### src/rtl/dt_ridge_extract.sv
// Ridge extractor: raster-scans the finished distance map, marks nonzero pixels that are
// >= all 4-neighbours and packs them MSB-first into skeleton words. DIAG_NEIGH_EN adds the diagonals.
module dt_ridge_extract #(
  parameter int unsigned IMG_LOG2 = 7
) (
  input  logic                  clk_i,
  input  logic                  rst_ni,
  input  logic                  start_i,
  output logic                  res_rd_o,
  output logic [2*IMG_LOG2-1:0] res_addr_o,
  input  logic [7:0]            res_di_i,
  output logic                  skel_wr_o,
  output logic [2*IMG_LOG2-5:0] skel_addr_o,
  output logic [15:0]           skel_do_o,
  output logic [2*IMG_LOG2:0]   ridge_cnt_o,
  output logic [7:0]            max_dist_o,
  output logic                  busy_o,
  output logic                  done_o
);

  localparam int unsigned RW = IMG_LOG2;
  localparam int unsigned AW = 2 * IMG_LOG2;
  localparam int unsigned SW = AW - 4;
  localparam int unsigned CW = AW + 1;
  localparam int unsigned DW = 8;
  localparam int unsigned WW = 16;

  typedef enum logic [3:0] {
    S_IDLE, S_C, S_N0, S_N1, S_N2, S_N3, S_N4, S_N5, S_N6, S_N7, S_EVAL, S_WR, S_FIN
  } state_e;

  state_e          state_q, state_d;
  logic [RW-1:0]   row_q, row_d, col_q, col_d;
  logic [DW-1:0]   centre_q, centre_d, nmax_q, nmax_d;
  logic [WW-2:0]   shift_q, shift_d;
  logic            rd_dly_q;
  logic            res_rd_q, res_rd_d;
  logic [AW-1:0]   res_addr_q, res_addr_d;
  logic            skel_wr_q, skel_wr_d;
  logic [SW-1:0]   skel_addr_q, skel_addr_d;
  logic [WW-1:0]   skel_do_q, skel_do_d;
  logic [CW-1:0]   ridge_cnt_q, ridge_cnt_d;
  logic [DW-1:0]   max_dist_q, max_dist_d;
  logic            busy_q, busy_d;
  logic            done_q, done_d;

  logic            row_top, row_bot, col_lft, col_rgt;
  logic [RW-1:0]   row_up, row_dn, col_l, col_r;
  logic [AW-1:0]   pix_addr, pix_nxt;
  logic [DW-1:0]   cand, nmax_all;
  logic            ridge_bit;
  logic [WW-1:0]   word_nxt;
  logic            iss_en, iss_vld;
  logic [AW-1:0]   iss_addr;

  // Image-edge flags and neighbour coordinates of the current pixel
  assign row_top  = (row_q == '0);
  assign row_bot  = (row_q == '1);
  assign col_lft  = (col_q == '0);
  assign col_rgt  = (col_q == '1);
  assign row_up   = row_q - RW'(1);
  assign row_dn   = row_q + RW'(1);
  assign col_l    = col_q - RW'(1);
  assign col_r    = col_q + RW'(1);
  assign pix_addr = {row_q, col_q};
  assign pix_nxt  = pix_addr + AW'(1);

  // Read data counts only if a real read was issued last cycle; skipped reads act as 0
  assign cand      = rd_dly_q ? res_di_i : '0;
  assign nmax_all  = (cand > nmax_q) ? cand : nmax_q;
  assign ridge_bit = (centre_q != '0) && (centre_q >= nmax_all);
  assign word_nxt  = {shift_q, ridge_bit};

  always_comb begin
    state_d     = state_q;
    row_d       = row_q;
    col_d       = col_q;
    centre_d    = centre_q;
    nmax_d      = nmax_q;
    shift_d     = shift_q;
    res_rd_d    = 1'b0;
    res_addr_d  = res_addr_q;
    skel_wr_d   = 1'b0;
    skel_addr_d = skel_addr_q;
    skel_do_d   = skel_do_q;
    ridge_cnt_d = ridge_cnt_q;
    max_dist_d  = max_dist_q;
    busy_d      = busy_q;
    done_d      = done_q;
    iss_en      = 1'b0;
    iss_vld     = 1'b0;
    iss_addr    = res_addr_q;

    case (state_q)
      S_IDLE: begin
        if (start_i) begin
          row_d       = '0;
          col_d       = '0;
          shift_d     = '0;
          ridge_cnt_d = '0;
          max_dist_d  = '0;
          done_d      = 1'b0;
          busy_d      = 1'b1;
          res_rd_d    = 1'b1;
          res_addr_d  = '0;
          state_d     = S_C;
        end
      end
      S_C: begin
        iss_en   = 1'b1;
        iss_vld  = !row_top;
        iss_addr = {row_up, col_q};
        state_d  = S_N0;
      end
      S_N0: begin
        centre_d = res_di_i;
        nmax_d   = '0;
        if (res_di_i == '0) begin
          state_d = S_EVAL;
        end else begin
          iss_en   = 1'b1;
          iss_vld  = !col_lft;
          iss_addr = {row_q, col_l};
          state_d  = S_N1;
        end
      end
      S_N1: begin
        nmax_d   = nmax_all;
        iss_en   = 1'b1;
        iss_vld  = !col_rgt;
        iss_addr = {row_q, col_r};
        state_d  = S_N2;
      end
      S_N2: begin
        nmax_d   = nmax_all;
        iss_en   = 1'b1;
        iss_vld  = !row_bot;
        iss_addr = {row_dn, col_q};
        state_d  = S_N3;
      end
      S_N3: begin
        nmax_d = nmax_all;
`ifdef DIAG_NEIGH_EN
        iss_en   = 1'b1;
        iss_vld  = !row_top && !col_lft;
        iss_addr = {row_up, col_l};
        state_d  = S_N4;
`else
        state_d = S_EVAL;
`endif
      end
`ifdef DIAG_NEIGH_EN
      S_N4: begin
        nmax_d   = nmax_all;
        iss_en   = 1'b1;
        iss_vld  = !row_top && !col_rgt;
        iss_addr = {row_up, col_r};
        state_d  = S_N5;
      end
      S_N5: begin
        nmax_d   = nmax_all;
        iss_en   = 1'b1;
        iss_vld  = !row_bot && !col_lft;
        iss_addr = {row_dn, col_l};
        state_d  = S_N6;
      end
      S_N6: begin
        nmax_d   = nmax_all;
        iss_en   = 1'b1;
        iss_vld  = !row_bot && !col_rgt;
        iss_addr = {row_dn, col_r};
        state_d  = S_N7;
      end
      S_N7: begin
        nmax_d  = nmax_all;
        state_d = S_EVAL;
      end
`endif
      S_EVAL: begin
        shift_d     = word_nxt[WW-2:0];
        ridge_cnt_d = ridge_cnt_q + CW'(ridge_bit);
        max_dist_d  = (centre_q > max_dist_q) ? centre_q : max_dist_q;
        if (col_q[3:0] == 4'hF) begin
          skel_wr_d   = 1'b1;
          skel_addr_d = pix_addr[AW-1:4];
          skel_do_d   = word_nxt;
          state_d     = S_WR;
        end else begin
          {row_d, col_d} = pix_nxt;
          res_rd_d       = 1'b1;
          res_addr_d     = pix_nxt;
          state_d        = S_C;
        end
      end
      S_WR: begin
        if (&pix_addr) begin
          state_d = S_FIN;
        end else begin
          {row_d, col_d} = pix_nxt;
          res_rd_d       = 1'b1;
          res_addr_d     = pix_nxt;
          state_d        = S_C;
        end
      end
      S_FIN: begin
        done_d  = 1'b1;
        busy_d  = 1'b0;
        state_d = S_IDLE;
      end
      default: state_d = S_IDLE;
    endcase

    // Out-of-image neighbours suppress the read and leave the address untouched
    if (iss_en) begin
      res_rd_d = iss_vld;
      if (iss_vld) res_addr_d = iss_addr;
    end
  end

  always_ff @(posedge clk_i or negedge rst_ni) begin
    if (!rst_ni) begin
      state_q     <= S_IDLE;
      row_q       <= '0;
      col_q       <= '0;
      centre_q    <= '0;
      nmax_q      <= '0;
      shift_q     <= '0;
      rd_dly_q    <= 1'b0;
      res_rd_q    <= 1'b0;
      res_addr_q  <= '0;
      skel_wr_q   <= 1'b0;
      skel_addr_q <= '0;
      skel_do_q   <= '0;
      ridge_cnt_q <= '0;
      max_dist_q  <= '0;
      busy_q      <= 1'b0;
      done_q      <= 1'b0;
    end else begin
      state_q     <= state_d;
      row_q       <= row_d;
      col_q       <= col_d;
      centre_q    <= centre_d;
      nmax_q      <= nmax_d;
      shift_q     <= shift_d;
      rd_dly_q    <= res_rd_q;
      res_rd_q    <= res_rd_d;
      res_addr_q  <= res_addr_d;
      skel_wr_q   <= skel_wr_d;
      skel_addr_q <= skel_addr_d;
      skel_do_q   <= skel_do_d;
      ridge_cnt_q <= ridge_cnt_d;
      max_dist_q  <= max_dist_d;
      busy_q      <= busy_d;
      done_q      <= done_d;
    end
  end

  assign res_rd_o    = res_rd_q;
  assign res_addr_o  = res_addr_q;
  assign skel_wr_o   = skel_wr_q;
  assign skel_addr_o = skel_addr_q;
  assign skel_do_o   = skel_do_q;
  assign ridge_cnt_o = ridge_cnt_q;
  assign max_dist_o  = max_dist_q;
  assign busy_o      = busy_q;
  assign done_o      = done_q;

endmodule

### config.mk
export PLATFORM = sky130hd
export DESIGN_NAME = dt_ridge_extract
export DESIGN_NICKNAME = d
export VERILOG_FILES = /design/src/rtl/dt_ridge_extract.sv
export SDC_FILE = /design/constraint.sdc
export NUM_CORES = 1
export LEC_CHECK = 0
export CORE_MARGIN = 2
export CORE_UTILIZATION = 45
export CTS_CLUSTER_DIAMETER = 80
export DETAILED_ROUTE_END_ITERATION = 8
export DONT_BUFFER_PORTS = 1
export GPL_ROUTABILITY_DRIVEN = 0
export SYNTH_ARGS = -nofsm -noshare
export SYNTH_HDL_FRONTEND = slang
export SYNTH_SLANG_ARGS = --single-unit
### constraint.sdc
create_clock -name clk_i -period 5.3 [get_ports clk_i]
set_input_delay 1.06 -clock clk_i [delete_from_list [all_inputs] [get_ports clk_i]]
set_output_delay 1.06 -clock clk_i [all_outputs]
set_load 0.05 [all_outputs]
==> reports/metrics.cfg, run 1 <==
[placement]
place_hpwl_um = 12010
port_buffers = 0
dpl.cell_count = 921
place_ws_ns = 0.5997

[logic_synthesis]
synthMuxAreaShare_pct = 1.994
synth_nets = 828
ys_ff_latch = 117
yosys_warnings = 0
synth-xor-area-share_pct = 2.137
synth_cell_type_count = 71
synthTopCellsByArea = dfrtp_1, nand2_1, ha_1
synth_top_family_by_area = simple AND/OR/NAND/NOR gates
synth_compound_area_share_pct = 18.66
synth.cell_area_sq_mm = 0.006967
synth_top_area_cell = dfrtp_1
yosysSeqAreaShare_pct = 42.03
synth_simple_gate_area_share_pct = 22.29
syn_avg_cell_area_sq_um = 8.978
synth_flop_cell = dfrtp_1
synth.top_cell.area_share_pct = 42.03
synth_adder_area_share_pct = 7.579
synth_edf_count = 0
netlist_instances = 776
synthArstFlopShare_pct = 100.0

[cells_and_area]
final_cell_mix = nand2_1, dfrtp_1, o21ai_0
areaGrowthSynthToFinish_pct = 8.692
drive_gt1_share_pct = 7.974
layout_commonest_cell = nand2_1
nets = 804
num-fill-cells = 1386
diodes = 0
ff_latch_area_sq_mm = 0.002928
multi_input_area_sq_mm = 0.003669
instances_no_fill = 953

[cts]
insertion_delay_ns = 0.42
postCtsResizedCells = 0
cts_buffer_depth = 2
root_buffer = clkbuf_16
cts_tree = built
post_cts_buffers = 0
clkSinkCount = 117
numCtsBuffers = 17
path_clk_slew_ns = 0.06
htreeDepth = 4
holdBufCountCts = 0

[routing]
detail_route.wl_per_cell_um = 18.55
drtAntennaViolNets = 0
drc = 0
num_vias = 5762
drt_iter0_drc = 378
postRouteWirelength_um = 17670
drtPass1Iterations = 5
vias_per_cell = 6.046

[die]
ios = 78
dieArea_sq_mm = 0.01649
rows = 45
dieHeight_um = 128.4
die_w_um = 128.4
core-area_sq_mm = 0.01515
initial_core_util_pct = 46.00

[pwr]
switching_share_pct = 42.83
switchingPower_mw = 1.801
p_int_mw = 2.405
seqPwrFrac_pct = 36.6
total_power_mw = 4.206
p_per_area_mw_per_mm2 = 555.5
comb_power_share_pct = 35.2
power_leakage_nw = 3.661
max-vdd-ir-drop_mv = 0.2898
clkPwrFrac_pct = 28.2

[timing]
tns_ns = 0
timing.fmax_mhz = 232.7
tightest_slew_ns = 1.008
setup_viol = 0
clock_skew_ns = 0.007688
whs_ns = 0.3381
fin_crit_sh_pct = 81.08
fin_ws_ns = 1.003
period_minus_slack_ns = 4.297
slew-limit-headroom_pct = 32.49
slew_viol_final = 0
rsz0062_at_grt = no
finalHoldViolCount = 0

[global_route]
grt_pass1_wl_um = 29240
overflow = 0
track_usage_pct = 22.42
grt_pass1_vias = 5677
antenna_found_initial = 0
grt_max_degree = 118

[setup_path]
crit_type = in -> reg
crit_path_start_kind = input pin
worst_setup_path_end_kind = flop
required_ns = 5.58
path_max_fanout = 18
critPathArrivalTime_ns = 4.58

[hold_path]
min_path_type = in -> async

[run]
maxCapViolations = 0

[status]
status = complete, no violations

[critical path, cell delays in order]
cell and delay (ns):
and2_1 0.14, ha_1 0.30, nor2b_1 0.14, o211ai_1 0.09, a21oi_1 0.17, o22a_1 0.54
a21oi_1 0.15, ha_1 0.30, a21o_1 0.12, a21o_1 0.11, a21oi_1 0.06, o21a_1 0.20
nor2_1 0.13, ha_1 0.25, ha_1 0.23, nand4_1 0.14, and2_1 0.21, o21ai_0 0.15
o31ai_1 0.10
[layer usage]
metal  global-route usage, %  routed length, um  vias to the layer above
met5                       0                  0                        -
met3                   7.235               1190                       45
met1                   28.40               7659                     2798
met4                   9.955                533                        0
met2                   35.26               8291                      175
li1                        -                  -                     2744
[registers in the layout (all words and copies together) (netlist names), 4 cells and up]
name,count
skel_do_o,16
skel_addr_o,10
state_q,4
ridge_cnt_o,15
nmax_q,8
max_dist_o,8
row_q,7
centre_q,8
col_q,7
shift_q,15
res_addr_o,14
[area by class of cell]
| cell class | instances | share of cell area, % |
|---|---|---|
| clock buffers | 18 | 5.800 |
| inverters | 22 | 1.091 |
| flip-flops and latches | 117 | 38.66 |
| multi-input cells | 588 | 48.45 |
| clock inverters | 14 | 2.297 |
| well taps | 188 | 3.106 |
| repair buffers | 6 | 0.5948 |
[power by group through the flow]
stage | logic [mW] | registers [mW] | clock network [mW]
floorplan | 1.24 | 1.44 | 0
global placement | 1.41 | 1.55 | 0
detailed placement | 1.47 | 1.56 | 0
CTS | 1.48 | 1.54 | 1.21
global route | 1.67 | 1.57 | 1.25
finish | 1.48 | 1.54 | 1.19
[metrics by stage]
stage	area (sq um)	util, %
2_1_floorplan	6967	-
3_3_place_gp	6959	45.95
3_5_place_dp	6959	45.95
4_1_cts	7572	50.00
5_1_grt	7572	50.00
6_report	7572	50.00
[synthesized netlist by cell type, types with 3 or more instances]
cell         n
clkbuf_8     4
nor2_1      44
a31oi_1     10
nor4_1       7
or4_1        8
a22o_1       4
xor2_1       8
a32o_1       7
and2_1       8
and3_1      10
a221o_1      5
a21oi_1     43
buf_6        5
nor2b_1      4
buf_2        6
buf_1        5
xnor2_1      9
nand3_1     45
a21o_1      18
nand2_1    156
o21ai_0     46
o2111ai_1    9
o21a_1       6
buf_4        4
ha_1        39
o211ai_1     9
o31ai_1      8
clkbuf_1    24
inv_1       21
nor4b_1      3
nand4_1      9
nor3_1       5
and4_1       3
mux2i_1      6
nand2b_1     5
dfrtp_1    117
o21bai_1     3
mux2_2       7
a211oi_1     7
[final timing paths]
kind	startpoint	to	slack, ns	cells past startpoint
worst max-delay path	res_di_i[1]	ridge_cnt_o[12]	1.00	19
max in group asynchronous	rst_ni	state_q[2]	4.77	0
worst min-delay path	rst_ni	ridge_cnt_o[8]	0.34	0
worst min register to register	shift_q[6]	shift_q[7]	0.49	2
min in group clk_i	shift_q[6]	shift_q[7]	0.49	2
worst max register to register	rd_dly_q	ridge_cnt_o[12]	1.11	19
[kinds of logic after synthesis]
logic type | count (synthesis)
multiplexers | 13
flip-flops | 117
buffers and inverters | 71
AO/OA/AOI/OAI | 194
AND/OR/NAND/NOR | 323
adder cells (fa/ha/maj) | 41
XOR/XNOR | 17
Power figures use the tool's default switching activity.
==> run 2, diff against run 1 <==
==> constraint.sdc (replaced) <==
create_clock -name clk_i -period 4 [get_ports clk_i]
set_input_delay 0.8 -clock clk_i [delete_from_list [all_inputs] [get_ports clk_i]]
set_output_delay 0.8 -clock clk_i [all_outputs]
set_load 0.05 [all_outputs]
==> run 2 against run 1 <==
Effect of this change:
- non-clock buffer count is 14 higher
- via count is 2.4% higher
- combinational power is 50% higher
- hold slack worse by 0.26 ns
- cell count is 1.5% higher
- wire length is 2.1% higher
- largest cell class unchanged
- sequential power is 31% higher
==> reports/metrics.cfg, run 2 (same netlist as run 1, synthesis figures left out) <==
[routing]
postRouteWirelength_um = 18050  ; +2.1%
drc = 0  ; unchanged
vias_per_cell = 6.103  ; +0.95%
detail_route.wl_per_cell_um = 18.67  ; +0.65%
drtPass1Iterations = 5  ; unchanged
drt_iter0_drc = 494  ; +31%
num_vias = 5902  ; +2.4%
drtAntennaViolNets = 0  ; unchanged

[pwr]
total_power_mw = 5.814  ; +38%
comb_power_share_pct = 38.2  ; +3.0 points
switchingPower_mw = 2.518  ; +40%
clkPwrFrac_pct = 27.0  ; -1.2 points
seqPwrFrac_pct = 34.8  ; -1.8 points
power_leakage_nw = 3.723  ; +1.7%
p_per_area_mw_per_mm2 = 753.1  ; +36%
max-vdd-ir-drop_mv = 0.3464  ; +20%
switching_share_pct = 43.31  ; +0.48 points
p_int_mw = 3.296  ; +37%

[setup_path]
worst_setup_path_end_kind = flop
cp_common_cell = ha_1
reg2reg_depth = 21  ; +2
reg2reg_slack_ns = 0.19  ; -0.92 ns
r2r_start = rd_dly_q
crit_type = reg -> reg
crit_path_start_kind = flop
critPathArrivalTime_ns = 4.14  ; -0.44 ns
cpMaxStageDelayCell = dfrtp_2
r2r-end = ridge_cnt_o[14]
path_max_fanout = 5  ; -13
path_cells = buf_2, and2_1, ha_1, nand4_1, a21oi_2, o22ai_2, nand2_1, o21ai_1, ha_1, nand2b_1, a21o_1, a21o_1, a21oi_1, o21a_1, nor2_2, ha_4, ha_1, and3_4, nand2_1, o211ai_1, o31ai_1
critical_path.max_stage_delay_ns = 0.42  ; -0.12 ns
required_ns = 4.33  ; -1.25 ns

[timing]
slew_viol_final = 0  ; unchanged
setup_viol = 0  ; unchanged
period_minus_slack_ns = 3.811
tightest_slew_ns = 0.8708  ; -0.1372 ns
fin_crit_sh_pct = 95.29
tns_ns = 0  ; unchanged
slew-limit-headroom_pct = 41.41  ; +8.9 points
finalHoldViolCount = 0  ; unchanged
clock_skew_ns = 0.01447  ; +0.006778 ns
whs_ns = 0.07345  ; -0.2646 ns
timing.fmax_mhz = 262.4

[cells_and_area]
diodes = 0  ; unchanged
drive_gt1_share_pct = 10.65  ; +2.7 points
final_area_sq_mm = 0.007720  ; +1.9%
utilization_pct = 50.97  ; +0.97 points
areaGrowthSynthToFinish_pct = 10.81
largest_reg_flops = 16  ; unchanged
final_cell_mix = nand2_1, dfrtp_1, nand3_1
nets = 818  ; +1.7%
layout_commonest_cell = nand2_1

[global_route]
antenna_found_initial = 0  ; unchanged
grt_pass1_wl_um = 29440  ; +0.68%
track_usage_pct = 22.68  ; +0.26 points
overflow = 0  ; unchanged
grt_max_degree = 118  ; unchanged
grt_pass1_vias = 5588  ; -1.6%

[placement]
placed_area_sq_mm = 0.007034  ; +1.1%
port_buffers = 0  ; unchanged
place_hpwl_um = 12200  ; +1.6%

[run]
maxCapViolations = 0  ; unchanged

[status]
status = complete, no violations

[die]
rows = 45  ; unchanged
dieHeight_um = 128.4  ; unchanged
ios = 78  ; unchanged
dieArea_sq_mm = 0.01649  ; unchanged
initial_core_util_pct = 46.00  ; unchanged
core-area_sq_mm = 0.01515  ; unchanged
die_w_um = 128.4  ; unchanged

[cts]
holdBufCountCts = 0  ; unchanged
htreeDepth = 4  ; unchanged
numCtsBuffers = 17  ; unchanged
cts_tree = built
root_buffer = clkbuf_16
insertion_delay_ns = 0.43  ; about the same
cts_buffer_depth = 2  ; unchanged
path_clk_slew_ns = 0.06  ; about the same
clkSinkCount = 117  ; unchanged

[hold_path]
min_path_type = in -> async

-- run 2: cell count changes in the layout (fill, tap and decap cells not counted), sizes merged --
cell,previous run,this run
clkinv,7,2
clkinvlp,1,2
bufinv,3,2
buf,6,20
inv,25,30
-- run 2: worst max-delay path by stage --
| stage | startpoint | to | slack [ns] | depth (start not counted) |
|---|---|---|---|---|
| finish | rd_dly_q | ridge_cnt_o[14] | 0.19 | 21 |
| detailed placement | res_di_i[1] | ridge_cnt_o[12] | -0.15 | 19 |
| global route | rd_dly_q | ridge_cnt_o[14] | -0.09 | 21 |
| global placement | res_di_i[1] | ridge_cnt_o[14] | -0.06 | 20 |
| floorplan | res_di_i[1] | ridge_cnt_o[14] | 0.02 | 21 |
| CTS | rd_dly_q | ridge_cnt_o[12] | 0.08 | 19 |
-- run 2: power by group through the flow --
stage / Combinational (mW) / Sequential [mW] / Clock (mW)
after floorplan: 1.66 / 1.91 / 0
after global placement: 1.97 / 2.04 / 0
after detailed placement: 2.05 / 2.05 / 0
after CTS: 2.07 / 2.02 / 1.60
after global routing: 2.48 / 2.06 / 1.66
final: 2.22 / 2.02 / 1.57
-- run 2: area by class of cell --
class                      count  area [sq um]
clock buffer                  18         439.2
fill                        1397          7426
inverter                      22         82.58
multi-input combinational    588          3710
timing repair buffer          20         160.2
sequential                   117          2929
tap                          188         235.2
clock inverter                14         163.9
-- run 2: metrics by stage --
step	setup WS, ns	std cells
floorplan	0.02415	776
global placement	-0.06089	931
detailed placement	-0.1538	931
CTS	0.08247	963
global route	-0.09127	967
finish	0.1885	967
-- run 2: what timing repair did --
item,CTS,global route
buffers inserted,0,4
endpoints found under the setup margin,0,13
resized for setup,0,14
-- run 2: worst max-delay path, delay by kind of cell, from the launching register on --
family                   cells  cell delay (ns)
adder cells (fa/ha/maj)      4             0.91
flip-flops                   1             0.42
buffers and inverters        1             0.16
AND/OR/NAND/NOR              7             0.94
AO/OA/AOI/OAI                9             1.29
-- run 2: per-layer routing --
layer / vias up / part of all wire [%] / track usage [%]
li1: 2787 / - / -
met1: 2914 / 45 / 30.32
met2: 166 / 47 / 35.26
met3: 35 / 5.5 / 5.946
met4: 0 / 2.2 / 9.179
met5: - / 0 / 0
==> run 3, diff against run 2 <==
--- a/config.mk
+++ b/config.mk
@@ -7,7 +7,8 @@
 export LEC_CHECK = 0
 export CORE_MARGIN = 2
 export CORE_UTILIZATION = 45
-export CTS_CLUSTER_DIAMETER = 80
+export CTS_BUF_LIST = sky130_fd_sc_hd__clkbuf_4 sky130_fd_sc_hd__clkbuf_8
+export CTS_CLUSTER_DIAMETER = 40
 export DETAILED_ROUTE_END_ITERATION = 8
 export DONT_BUFFER_PORTS = 1
 export GPL_ROUTABILITY_DRIVEN = 0
==> run 3 against run 2 <==
Effect of this change:
- non-clock buffer count grew 3
- wire length grew 0.47%
- critical path depth unchanged
- die area unchanged
- combinational power up 2%
- sequential cell count unchanged
- sequential share of layout area rose by 0.87 points
- maximum frequency decreased by 1.5%
- largest power group unchanged
==> reports/metrics.cfg, run 3 (same netlist as run 1, synthesis figures left out) <==
[timing]
slew-limit-headroom_pct = 39.90  ; -1.5 points
timing.fmax_mhz = 258.5  ; -1.5%
tns_ns = 0  ; unchanged
setup_viol = 0  ; unchanged
finalHoldViolCount = 0  ; unchanged
clock_skew_ns = 0.01128  ; -0.003183 ns
fin_crit_sh_pct = 96.70  ; +1.4 points
slew_viol_final = 0  ; unchanged
tightest_slew_ns = 0.8933  ; +0.02241 ns
period_minus_slack_ns = 3.868  ; +0.05671 ns

[cts]
insertion_delay_ns = 0.45  ; +0.02 ns
cts_buffer_depth = 2  ; unchanged
path_clk_slew_ns = 0.08  ; +0.02 ns
cts_tree = built
htreeDepth = 4  ; unchanged
clkSinkCount = 117  ; unchanged
numCtsBuffers = 17  ; unchanged
root_buffer = clkbuf_8

[die]
dieHeight_um = 128.4  ; unchanged
dieArea_sq_mm = 0.01649  ; unchanged
initial_core_util_pct = 46.00  ; unchanged
core-area_sq_mm = 0.01515  ; unchanged
ios = 78  ; unchanged
rows = 45  ; unchanged
die_w_um = 128.4  ; unchanged

[cells_and_area]
num-fill-cells = 1412  ; +1.1%
layout_commonest_cell = nand2_1
utilization_pct = 49.83  ; -1.1 points
areaGrowthSynthToFinish_pct = 8.333
final_cell_mix = nand2_1, dfrtp_1, nand3_1
largest_reg_flops = 16  ; unchanged
diodes = 0  ; unchanged
nets = 821  ; +0.37%
drive_gt1_share_pct = 10.87  ; +0.21 points
instances_no_fill = 970  ; +0.31%

[setup_path]
required_ns = 4.36  ; +0.03 ns
crit_path_start_kind = flop
path_max_fanout = 5  ; unchanged
crit_type = reg -> reg
worst_setup_path_end_kind = flop
critPathArrivalTime_ns = 4.23  ; +0.09 ns

[placement]
port_buffers = 0  ; unchanged
dpl.cell_count = 931  ; unchanged
place_hpwl_um = 12200  ; unchanged

[pwr]
power_leakage_nw = 3.647  ; -2.0%
comb_power_share_pct = 41.6  ; +3.4 points
seqPwrFrac_pct = 37.1  ; +2.3 points
p_int_mw = 2.955  ; -10%
switching_share_pct = 45.64  ; +2.3 points
max-vdd-ir-drop_mv = 0.3445  ; -0.54%
clkPwrFrac_pct = 21.3  ; -5.7 points
total_power_mw = 5.436  ; -6.5%
p_per_area_mw_per_mm2 = 720.2  ; -4.4%
switchingPower_mw = 2.481  ; -1.5%

[global_route]
grt_max_degree = 115  ; -2.5%
grt_pass1_vias = 5577  ; -0.20%
track_usage_pct = 22.67  ; about the same
grt_pass1_wl_um = 29450  ; about the same
overflow = 0  ; unchanged
antenna_found_initial = 0  ; unchanged

[routing]
drtPass1Iterations = 6  ; +1
vias_per_cell = 6.060  ; -0.71%
detail_route.wl_per_cell_um = 18.70  ; +0.15%
drt_iter0_drc = 493  ; -0.20%
drc = 0  ; unchanged
num_vias = 5878  ; -0.41%
postRouteWirelength_um = 18140  ; +0.47%
drtAntennaViolNets = 0  ; unchanged

[run]
maxCapViolations = 0  ; unchanged

[hold_path]
min_path_type = in -> async

[status]
status = complete, no violations

run 3: changes by cell type in the layout (fill, tap and decap cells not counted), moves of 2 or more:
| cell | change |
|---|---|
| clkbuf_16 | -17 |
| buf_4 | +2 |
| clkbuf_8 | +17 |
| dlygate4sd3_1 | +2 |
run 3: through the flow:
stage | area (sq um) | hold WS (ns) | worst slack (ns)
6_report | 7547 | 0.03639 | 0.1318
5_1_grt | 7547 | 0.004421 | -0.09280
4_1_cts | 7466 | 0.0006098 | 0.08345
3_5_place_dp | 7034 | 0.4819 | -0.1538
3_3_place_gp | 7034 | 0.4616 | -0.06089
2_1_floorplan | 6969 | 0.4384 | 0.02415
run 3: cell type report:
class                      instances  area [sq um]  area share [%]
sequential                       117          2929           38.81
inverter                          22         82.58           1.094
multi-input combinational        588          3714           49.20
timing repair buffer              23         175.2           2.321
clock buffer                      18         247.7           3.282
clock inverter                    14         163.9           2.172
tap                              188         235.2           3.117
run 3: path summary, 6_finish.rpt:
| path | from | endpoint | slack (ns) | depth (start not counted) |
|---|---|---|---|---|
| max | rd_dly_q | ridge_cnt_o[14] | 0.13 | 21 |
| min | rst_ni | ridge_cnt_o[8] | 0.04 | 0 |
| max reg2reg | rd_dly_q | ridge_cnt_o[14] | 0.13 | 21 |
| min reg2reg | shift_q[6] | shift_q[7] | 0.50 | 2 |
| max in group asynchronous | rst_ni | shift_q[10] | 3.23 | 1 |
| min in group clk_i | res_di_i[0] | centre_q[0] | 0.48 | 2 |
run 3: layer usage:
metal  part of all wire (%)  up-vias  global-route usage (%)
met4                    2.2        0                   9.114
met5                      0        -                       0
met1                     44     2917                   30.57
met3                    5.3       29                   5.780
li1                       -     2784                       -
met2                     48      148                   35.08
run 3: power by group through the flow:
stage	Combinational, mW	Sequential, mW	Clock, mW
after global routing	2.51	2.05	1.24
after global placement	1.97	2.04	0
after CTS	2.07	2.02	1.18
after detailed placement	2.05	2.05	0
after floorplan	1.66	1.91	0
final	2.26	2.02	1.16
run 3: what timing repair did:
| item | in CTS | in global routing |
|---|---|---|
| hold buffers | 2 | 0 |
| buffers inserted | 0 | 5 |
| gates resized for setup | 0 | 14 |
| endpoints found under the setup margin | 0 | 13 |
| endpoints found under the hold margin | 3 | 0 |
run 3: worst max-delay path: stages (launching register included):
cell and delay (ns):
dfrtp_2 0.40, buf_4 0.15, and2_1 0.16, ha_1 0.31
nand4_1 0.25, a21oi_2 0.29, o22ai_2 0.14, nand2_1 0.09
o21ai_2 0.05, ha_1 0.27, nand2b_1 0.14, a21o_1 0.17
a21o_1 0.16, a21oi_1 0.13, o21a_1 0.18, nor2_2 0.07
ha_4 0.18, ha_1 0.18, and3_4 0.16, nand2_1 0.08
o211ai_1 0.11, o31ai_1 0.10
